[config.mk]
export PLATFORM = sky130hd
export DESIGN_NAME = alu_sequencer
export DESIGN_NICKNAME = d
export VERILOG_FILES = /design/src/rtl/alu_sequencer.sv
export SDC_FILE = /design/constraint.sdc
export NUM_CORES = 1
export LEC_CHECK = 0
export CAP_MARGIN = 30
export CORE_ASPECT_RATIO = 0.7
export CORE_MARGIN = 1.5
export CORE_UTILIZATION = 38
export CTS_CLUSTER_DIAMETER = 200
export DETAILED_ROUTE_END_ITERATION = 8
export DONT_BUFFER_PORTS = 1
export PLACE_DENSITY = 0.53
export RECOVER_POWER = 25
export SLEW_MARGIN = 10
export SYNTH_ARGS = -nofsm -noshare
export SYNTH_HDL_FRONTEND = slang
export SYNTH_SLANG_ARGS = --single-unit
[constraint.sdc]
create_clock -name CLK -period 3.4 [get_ports CLK]
set_clock_uncertainty 0.15 [all_clocks]
set_input_delay 0.34 -clock CLK [delete_from_list [all_inputs] [get_ports CLK]]
set_output_delay 0.34 -clock CLK [all_outputs]
set_load 0.01 [all_outputs]
[src/rtl/alu_sequencer.sv]
// Instruction FIFO feeding an external ALU through an issue/capture/hold sequencer.
// Optional macro ALU_SEQ_ILLEGAL_TRAP_EN turns illegal opcodes into error results instead of silent drops.
`timescale 1ns/1ps

module alu_sequencer #(
  parameter int WIDTH = 8,
  parameter int DEPTH = 4
) (
  input  logic             CLK,
  input  logic             RST_N,
  input  logic [3:0]       IN_OPCODE,
  input  logic [WIDTH-1:0] IN_A,
  input  logic [WIDTH-1:0] IN_B,
  input  logic             IN_VALID,
  output logic             IN_READY,
  output logic             ALU_EN,
  output logic             ALU_OE,
  output logic [3:0]       ALU_OPCODE,
  output logic [WIDTH-1:0] ALU_A,
  output logic [WIDTH-1:0] ALU_B,
  input  logic [WIDTH-1:0] ALU_OUT,
  input  logic             ALU_CF,
  input  logic             ALU_OF,
  input  logic             ALU_SF,
  input  logic             ALU_ZF,
  output logic [WIDTH-1:0] RES_DATA,
  output logic             RES_CF,
  output logic             RES_OF,
  output logic             RES_SF,
  output logic             RES_ZF,
  output logic             RES_ERR,
  output logic             RES_VALID,
  input  logic             RES_READY,
  output logic [1:0]       DBG_STATE
);

  // Handshakes: a transfer happens on a rising edge where valid and ready are both high;
  // a producer keeps valid and its payload stable until that edge.

  localparam int PW = (DEPTH > 1) ? $clog2(DEPTH) : 1;
  localparam int CW = PW + 1;

  typedef enum logic [1:0] {
    IDLE    = 2'd0,
    ISSUE   = 2'd1,
    CAPTURE = 2'd2,
    HOLD    = 2'd3
  } state_t;

  function automatic logic is_legal(input logic [3:0] op);
    return (op >= 4'd2) && (op <= 4'd7);
  endfunction

  function automatic logic is_logic_op(input logic [3:0] op);
    return (op >= 4'd4) && (op <= 4'd7);
  endfunction

  logic [3:0]       op_mem [DEPTH];
  logic [WIDTH-1:0] a_mem  [DEPTH];
  logic [WIDTH-1:0] b_mem  [DEPTH];

  logic [PW-1:0]    wr_ptr_q, wr_ptr_d, rd_ptr_q, rd_ptr_d;
  logic [CW-1:0]    count_q, count_d;
  state_t           state_q, state_d;
  logic             alu_en_q, alu_en_d, alu_oe_q, alu_oe_d;
  logic [3:0]       alu_op_q, alu_op_d;
  logic [WIDTH-1:0] alu_a_q, alu_a_d, alu_b_q, alu_b_d;
  logic [WIDTH-1:0] res_data_q, res_data_d;
  logic             res_cf_q, res_cf_d, res_of_q, res_of_d;
  logic             res_sf_q, res_sf_d, res_zf_q, res_zf_d;
  logic             res_valid_q, res_valid_d;
`ifdef ALU_SEQ_ILLEGAL_TRAP_EN
  logic             res_err_q, res_err_d;
`endif

  logic             push, pop, empty, head_legal;
  logic [3:0]       head_op;
  logic [WIDTH-1:0] head_a, head_b;

  assign IN_READY   = (count_q < CW'(DEPTH));
  assign push       = IN_VALID && IN_READY;
  assign empty      = (count_q == '0);
  assign head_op    = op_mem[rd_ptr_q];
  assign head_a     = a_mem[rd_ptr_q];
  assign head_b     = b_mem[rd_ptr_q];
  assign head_legal = is_legal(head_op);

  always_ff @(posedge CLK) begin
    if (push) begin
      op_mem[wr_ptr_q] <= IN_OPCODE;
      a_mem[wr_ptr_q]  <= IN_A;
      b_mem[wr_ptr_q]  <= IN_B;
    end
  end

  always_comb begin
    state_d     = state_q;
    pop         = 1'b0;
    alu_en_d    = 1'b0;
    alu_oe_d    = 1'b0;
    alu_op_d    = alu_op_q;
    alu_a_d     = alu_a_q;
    alu_b_d     = alu_b_q;
    res_data_d  = res_data_q;
    res_cf_d    = res_cf_q;
    res_of_d    = res_of_q;
    res_sf_d    = res_sf_q;
    res_zf_d    = res_zf_q;
    res_valid_d = res_valid_q;
`ifdef ALU_SEQ_ILLEGAL_TRAP_EN
    res_err_d   = res_err_q;
`endif
    case (state_q)
      IDLE: begin
        if (!empty) begin
          if (head_legal) begin
            state_d  = ISSUE;
            alu_en_d = 1'b1;
            alu_op_d = head_op;
            alu_a_d  = head_a;
            alu_b_d  = head_b;
          end else begin
            pop = 1'b1;
`ifdef ALU_SEQ_ILLEGAL_TRAP_EN
            res_data_d  = '0;
            res_cf_d    = 1'b0;
            res_of_d    = 1'b0;
            res_sf_d    = 1'b0;
            res_zf_d    = 1'b0;
            res_err_d   = 1'b1;
            res_valid_d = 1'b1;
            state_d     = HOLD;
`endif
          end
        end
      end
      ISSUE: begin
        pop      = 1'b1;
        alu_oe_d = 1'b1;
        state_d  = CAPTURE;
      end
      CAPTURE: begin
        // Carry/overflow are meaningless for bitwise ops, so they are never passed through.
        res_data_d  = ALU_OUT;
        res_cf_d    = is_logic_op(alu_op_q) ? 1'b0 : ALU_CF;
        res_of_d    = is_logic_op(alu_op_q) ? 1'b0 : ALU_OF;
        res_sf_d    = ALU_SF;
        res_zf_d    = ALU_ZF;
        res_valid_d = 1'b1;
`ifdef ALU_SEQ_ILLEGAL_TRAP_EN
        res_err_d   = 1'b0;
`endif
        state_d     = HOLD;
      end
      HOLD: begin
        if (RES_READY) begin
          res_valid_d = 1'b0;
          if (!empty && head_legal) begin
            state_d  = ISSUE;
            alu_en_d = 1'b1;
            alu_op_d = head_op;
            alu_a_d  = head_a;
            alu_b_d  = head_b;
          end else begin
            state_d = IDLE;
          end
        end
      end
      default: state_d = IDLE;
    endcase

    wr_ptr_d = push ? wr_ptr_q + 1'b1 : wr_ptr_q;
    rd_ptr_d = pop ? rd_ptr_q + 1'b1 : rd_ptr_q;
    count_d  = count_q + CW'(push) - CW'(pop);
  end

  always_ff @(posedge CLK or negedge RST_N) begin
    if (!RST_N) begin
      state_q     <= IDLE;
      wr_ptr_q    <= '0;
      rd_ptr_q    <= '0;
      count_q     <= '0;
      alu_en_q    <= 1'b0;
      alu_oe_q    <= 1'b0;
      alu_op_q    <= '0;
      alu_a_q     <= '0;
      alu_b_q     <= '0;
      res_data_q  <= '0;
      res_cf_q    <= 1'b0;
      res_of_q    <= 1'b0;
      res_sf_q    <= 1'b0;
      res_zf_q    <= 1'b0;
      res_valid_q <= 1'b0;
`ifdef ALU_SEQ_ILLEGAL_TRAP_EN
      res_err_q   <= 1'b0;
`endif
    end else begin
      state_q     <= state_d;
      wr_ptr_q    <= wr_ptr_d;
      rd_ptr_q    <= rd_ptr_d;
      count_q     <= count_d;
      alu_en_q    <= alu_en_d;
      alu_oe_q    <= alu_oe_d;
      alu_op_q    <= alu_op_d;
      alu_a_q     <= alu_a_d;
      alu_b_q     <= alu_b_d;
      res_data_q  <= res_data_d;
      res_cf_q    <= res_cf_d;
      res_of_q    <= res_of_d;
      res_sf_q    <= res_sf_d;
      res_zf_q    <= res_zf_d;
      res_valid_q <= res_valid_d;
`ifdef ALU_SEQ_ILLEGAL_TRAP_EN
      res_err_q   <= res_err_d;
`endif
    end
  end

  assign ALU_EN     = alu_en_q;
  assign ALU_OE     = alu_oe_q;
  assign ALU_OPCODE = alu_op_q;
  assign ALU_A      = alu_a_q;
  assign ALU_B      = alu_b_q;
  assign RES_DATA   = res_data_q;
  assign RES_CF     = res_cf_q;
  assign RES_OF     = res_of_q;
  assign RES_SF     = res_sf_q;
  assign RES_ZF     = res_zf_q;
  assign RES_VALID  = res_valid_q;
  assign DBG_STATE  = state_q;
`ifdef ALU_SEQ_ILLEGAL_TRAP_EN
  assign RES_ERR    = res_err_q;
`else
  assign RES_ERR    = 1'b0;
`endif

endmodule

==> results.rst <==
.. list-table::
   :header-rows: 1

   * - Metric
     - Value
   * - Average size of a mapped cell
     - 19.21 µm²
   * - Total inserted antenna cells
     - 0
   * - Unrepaired setup endpoints after global routing
     - no
   * - Global route overflow
     - 0
   * - Post-CTS Repair Setup Buffers
     - 0
   * - Kind of path behind the tightest hold check
     - in -> reg
   * - Clock net sink count
     - 124
   * - Final setup fails
     - 0
   * - Register-to-register setup slack
     - 470 ps
   * - Number of global-route vias before repair
     - 2488
   * - Vias per std cell
     - 4.874
   * - Post-Syn Area
     - 4937 µm²
   * - Flop and latch count out of synthesis
     - 124
   * - Start-to-end type of the worst setup path
     - reg -> reg
   * - Cell area power density
     - 912.7 nW/µm²
   * - Die height
     - 98.37 µm
   * - Post-detailed-routing wire length
     - 8883 µm
   * - Post-route non-filler standard cell count
     - 483
   * - Cell type contributing the most total cell area after synthesis
     - sky130_fd_sc_hd__edfxtp_1
   * - Clk pin slew, worst setup/hold paths
     - 50 ps
   * - Type of origin of the critical path
     - flop
   * - Maximum fanout along the worst path
     - 6
   * - Remaining antenna violation count after routing
     - 0
   * - Reported leakage power
     - 0.002327 µW
   * - I/O Pins
     - 75
   * - Final worst path period share
     - 86.24%
   * - Destination of the worst register-to-register timing path
     - count_q[2]
   * - Measured slew at the worst slew-check pin
     - 581.8 ps
   * - Post-cts gate resize count
     - 0
   * - Proportion of synthesized flip-flops having asynchronous set or reset
     - 35.48%
   * - Area of the core region
     - 12550 µm²
   * - IO Port Bufs
     - 0
   * - Final net count
     - 356
   * - Sum of internal, switching and leakage power
     - 5510 µW
   * - P&R area growth vs syn
     - 22.28%
   * - Placed Instances
     - 416
   * - Number of synthesized flops with an enable pin
     - 80
   * - Max-capacitance violation count
     - 0
   * - Violated checks
     - design-rule violations
   * - Maximum ir drop on the vdd rail
     - 439.7 µV
   * - Max-slew headroom at the worst pin
     - 61.22%
   * - Capturing element type of the critical path
     - flop
   * - H-tree depth
     - 4
   * - Pin count of the biggest net entering global routing
     - 45
   * - Filler cell count in the final layout
     - 1056
   * - Most common cell after layout, fill and taps aside
     - sky130_fd_sc_hd__edfxtp_1
   * - Highest clock rate
     - 0.3410 GHz
   * - Final count of hold timing violations
     - 0
   * - TritonCTS Buffers
     - 17
   * - Area used by sequential logic in the layout
     - 3505 µm²
   * - Launch point of the worst path
     - rd_ptr_q[0]
   * - Clock insertion delay at the later pin of the skew report
     - 400 ps
   * - Layout cells sized above 1
     - 27.73%
   * - Fraction of post-synthesis cell area in the top cell type by area
     - 48.66%
   * - Detail-routed net length per standard cell
     - 18.39 µm
   * - Largest cells by area after synthesis
     - sky130_fd_sc_hd__edfxtp_1, sky130_fd_sc_hd__dfrtp_1, sky130_fd_sc_hd__mux4_2
   * - Via Count
     - 2354
   * - Half-perimeter wire length after placement
     - 5555 µm
   * - Final Slew Violations
     - 0
   * - Die ar.
     - 13700 µm²
   * - Number of nets in the synthesized netlist
     - 305
   * - Period minus WS final
     - 2932 ps
   * - Starting Density
     - 39.34%
   * - Routed met1 length
     - 4206 µm
   * - Warning count from the yosys run
     - 0
   * - Residual DRC count
     - 12
   * - Most used cells in the layout excluding fill and tap cells
     - sky130_fd_sc_hd__edfxtp_1, sky130_fd_sc_hd__dfrtp_1, sky130_fd_sc_hd__dlygate4sd3_1
   * - Post-synthesis sequential area ratio
     - 70.96%
   * - Routed wl met3
     - 604 µm
   * - Highest Signal Layer
     - met4
   * - Sum Neg Setup Slack
     - 0 ps
   * - Met2 wire len
     - 4038 µm
   * - Master cell of the clock root buffer
     - sky130_fd_sc_hd__clkbuf_16
   * - Final weighted congestion of routability-driven global placement
     - 0.7301
   * - First-pass GRT wire length
     - 14170 µm
   * - Ys flop type
     - sky130_fd_sc_hd__edfxtp_1
   * - Drt first-iter violations
     - 119
   * - Min-Delay Endpoint
     - ALU_EN
   * - Startpoint of the most critical hold path
     - RES_READY
   * - Multi-input gate area
     - 1314 µm²
   * - CTS max path bufs
     - 2
   * - Cell Rows
     - 34
   * - Worst Reg2Reg Path Length in Cells
     - 10
   * - Count of unique library cells instantiated by Yosys
     - 33
   * - Worst flop-to-flop path startpoint
     - rd_ptr_q[0]
   * - Result of the run
     - finished, violations left
   * - All-layer global routing usage
     - 14.14%
   * - TritonCTS clock tree
     - done
   * - Worst Path Arrival
     - 3100 ps
   * - Iteration count of the initial detailed-routing pass
     - 8
   * - Data required time at the worst endpoint
     - 3560 ps
   * - Die W
     - 139.2 µm
   * - Post-Synthesis Cells
     - 257
   * - Hold path cells
     - 2
   * - Number of antenna violations at the first check in global routing
     - 0
-- synth_stat cells, types with 4 or more instances --
| library cell | instances |
|---|---|
| sky130_fd_sc_hd__dfrtp_1 | 44 |
| sky130_fd_sc_hd__nor2_1 | 4 |
| sky130_fd_sc_hd__nand2_1 | 4 |
| sky130_fd_sc_hd__mux2_4 | 19 |
| sky130_fd_sc_hd__inv_1 | 14 |
| sky130_fd_sc_hd__mux2_2 | 12 |
| sky130_fd_sc_hd__and2_1 | 5 |
| sky130_fd_sc_hd__edfxtp_1 | 80 |
| sky130_fd_sc_hd__ha_1 | 11 |
| sky130_fd_sc_hd__mux4_2 | 19 |
| sky130_fd_sc_hd__clkbuf_1 | 7 |
-- worst max path at each step --
stage | end | slack [ps] | cells past startpoint
floorplan | count_q[2] | 700 | 11
global placement | count_q[2] | 560 | 10
detailed placement | count_q[2] | 470 | 10
CTS | count_q[2] | 440 | 10
global route | count_q[2] | 300 | 10
finish | count_q[2] | 470 | 10
-- sequential cells by signal, summed over array words and instances, names as in the netlist, 2 cells and up --
| register | flops |
|---|---|
| a_mem | 32 |
| b_mem | 32 |
| op_mem | 16 |
| ALU_A | 8 |
| ALU_B | 8 |
| RES_DATA | 8 |
| ALU_OPCODE | 4 |
| count_q | 3 |
| DBG_STATE | 2 |
| rd_ptr_q | 2 |
| wr_ptr_q | 2 |
-- where the power goes --
group          switching (µW)  internal, µW
sequential                363          2030
clock                     613           992
combinational             667           845
total                    1640          3870
-- per-stage QoR --
step	worst slack, ps	cell area, µm²	hold slack (ps)	util (%)
2_1_floorplan	696.8	4937	-105.6	-
3_3_place_gp	564.3	5134	-104.0	40.91
3_5_place_dp	465.7	5134	-104.6	40.91
4_1_cts	437.8	6037	71.74	48.11
5_1_grt	304.9	6037	92.69	48.11
6_report	467.8	6037	86.61	48.11
-- per-layer routing --
layer,GRT usage [%],vias up
met4,4.664,0
met3,6.278,4
met5,0,-
li1,-,1089
met2,20.90,69
met1,18.68,1192
-- cell families (layout without fill, tap and decap cells) --
kind of cell               Yosys count  in the layout  share of synthesized area (%)
and+or+nand+nor                     24             24                          2.711
DFF                                124            124                          70.96
buffers and inverters               25             89                          2.433
muxes                               52             52                          17.92
xor gates and xnor gates             4              4                         0.7097
AOI/OAI and AO/OA                   15             15                          2.002
other                                1              1                        0.07595
adders and majority gates           12             12                          3.193
-- cell type report --
| class | count | area share, % |
|---|---|---|
| Clock inverter | 13 | 1.699 |
| Clock buffer | 19 | 7.171 |
| Tap cell | 162 | 3.358 |
| Timing Repair Buffer | 43 | 7.088 |
| Inverter | 14 | 0.8705 |
| Multi-Input combinational cell | 108 | 21.76 |
| Sequential cell | 124 | 58.05 |
-- timing repair --
item / in CTS / in global routing
endpoints found under the hold margin: 137 / 0
hold buffers: 35 / 0
endpoints found under the setup margin: 0 / 0
-- worst max-delay path, cell delays in order, from the launching register on --
cell and delay [ps]:
sky130_fd_sc_hd__dfrtp_2 450, sky130_fd_sc_hd__mux4_2 580, sky130_fd_sc_hd__o21bai_1 310, sky130_fd_sc_hd__a21o_1 200
sky130_fd_sc_hd__ha_1 230, sky130_fd_sc_hd__inv_1 60, sky130_fd_sc_hd__ha_1 130, sky130_fd_sc_hd__inv_1 50
sky130_fd_sc_hd__fa_1 370, sky130_fd_sc_hd__xnor2_1 190, sky130_fd_sc_hd__xnor2_1 140
Power figures use the tool's default switching activity.
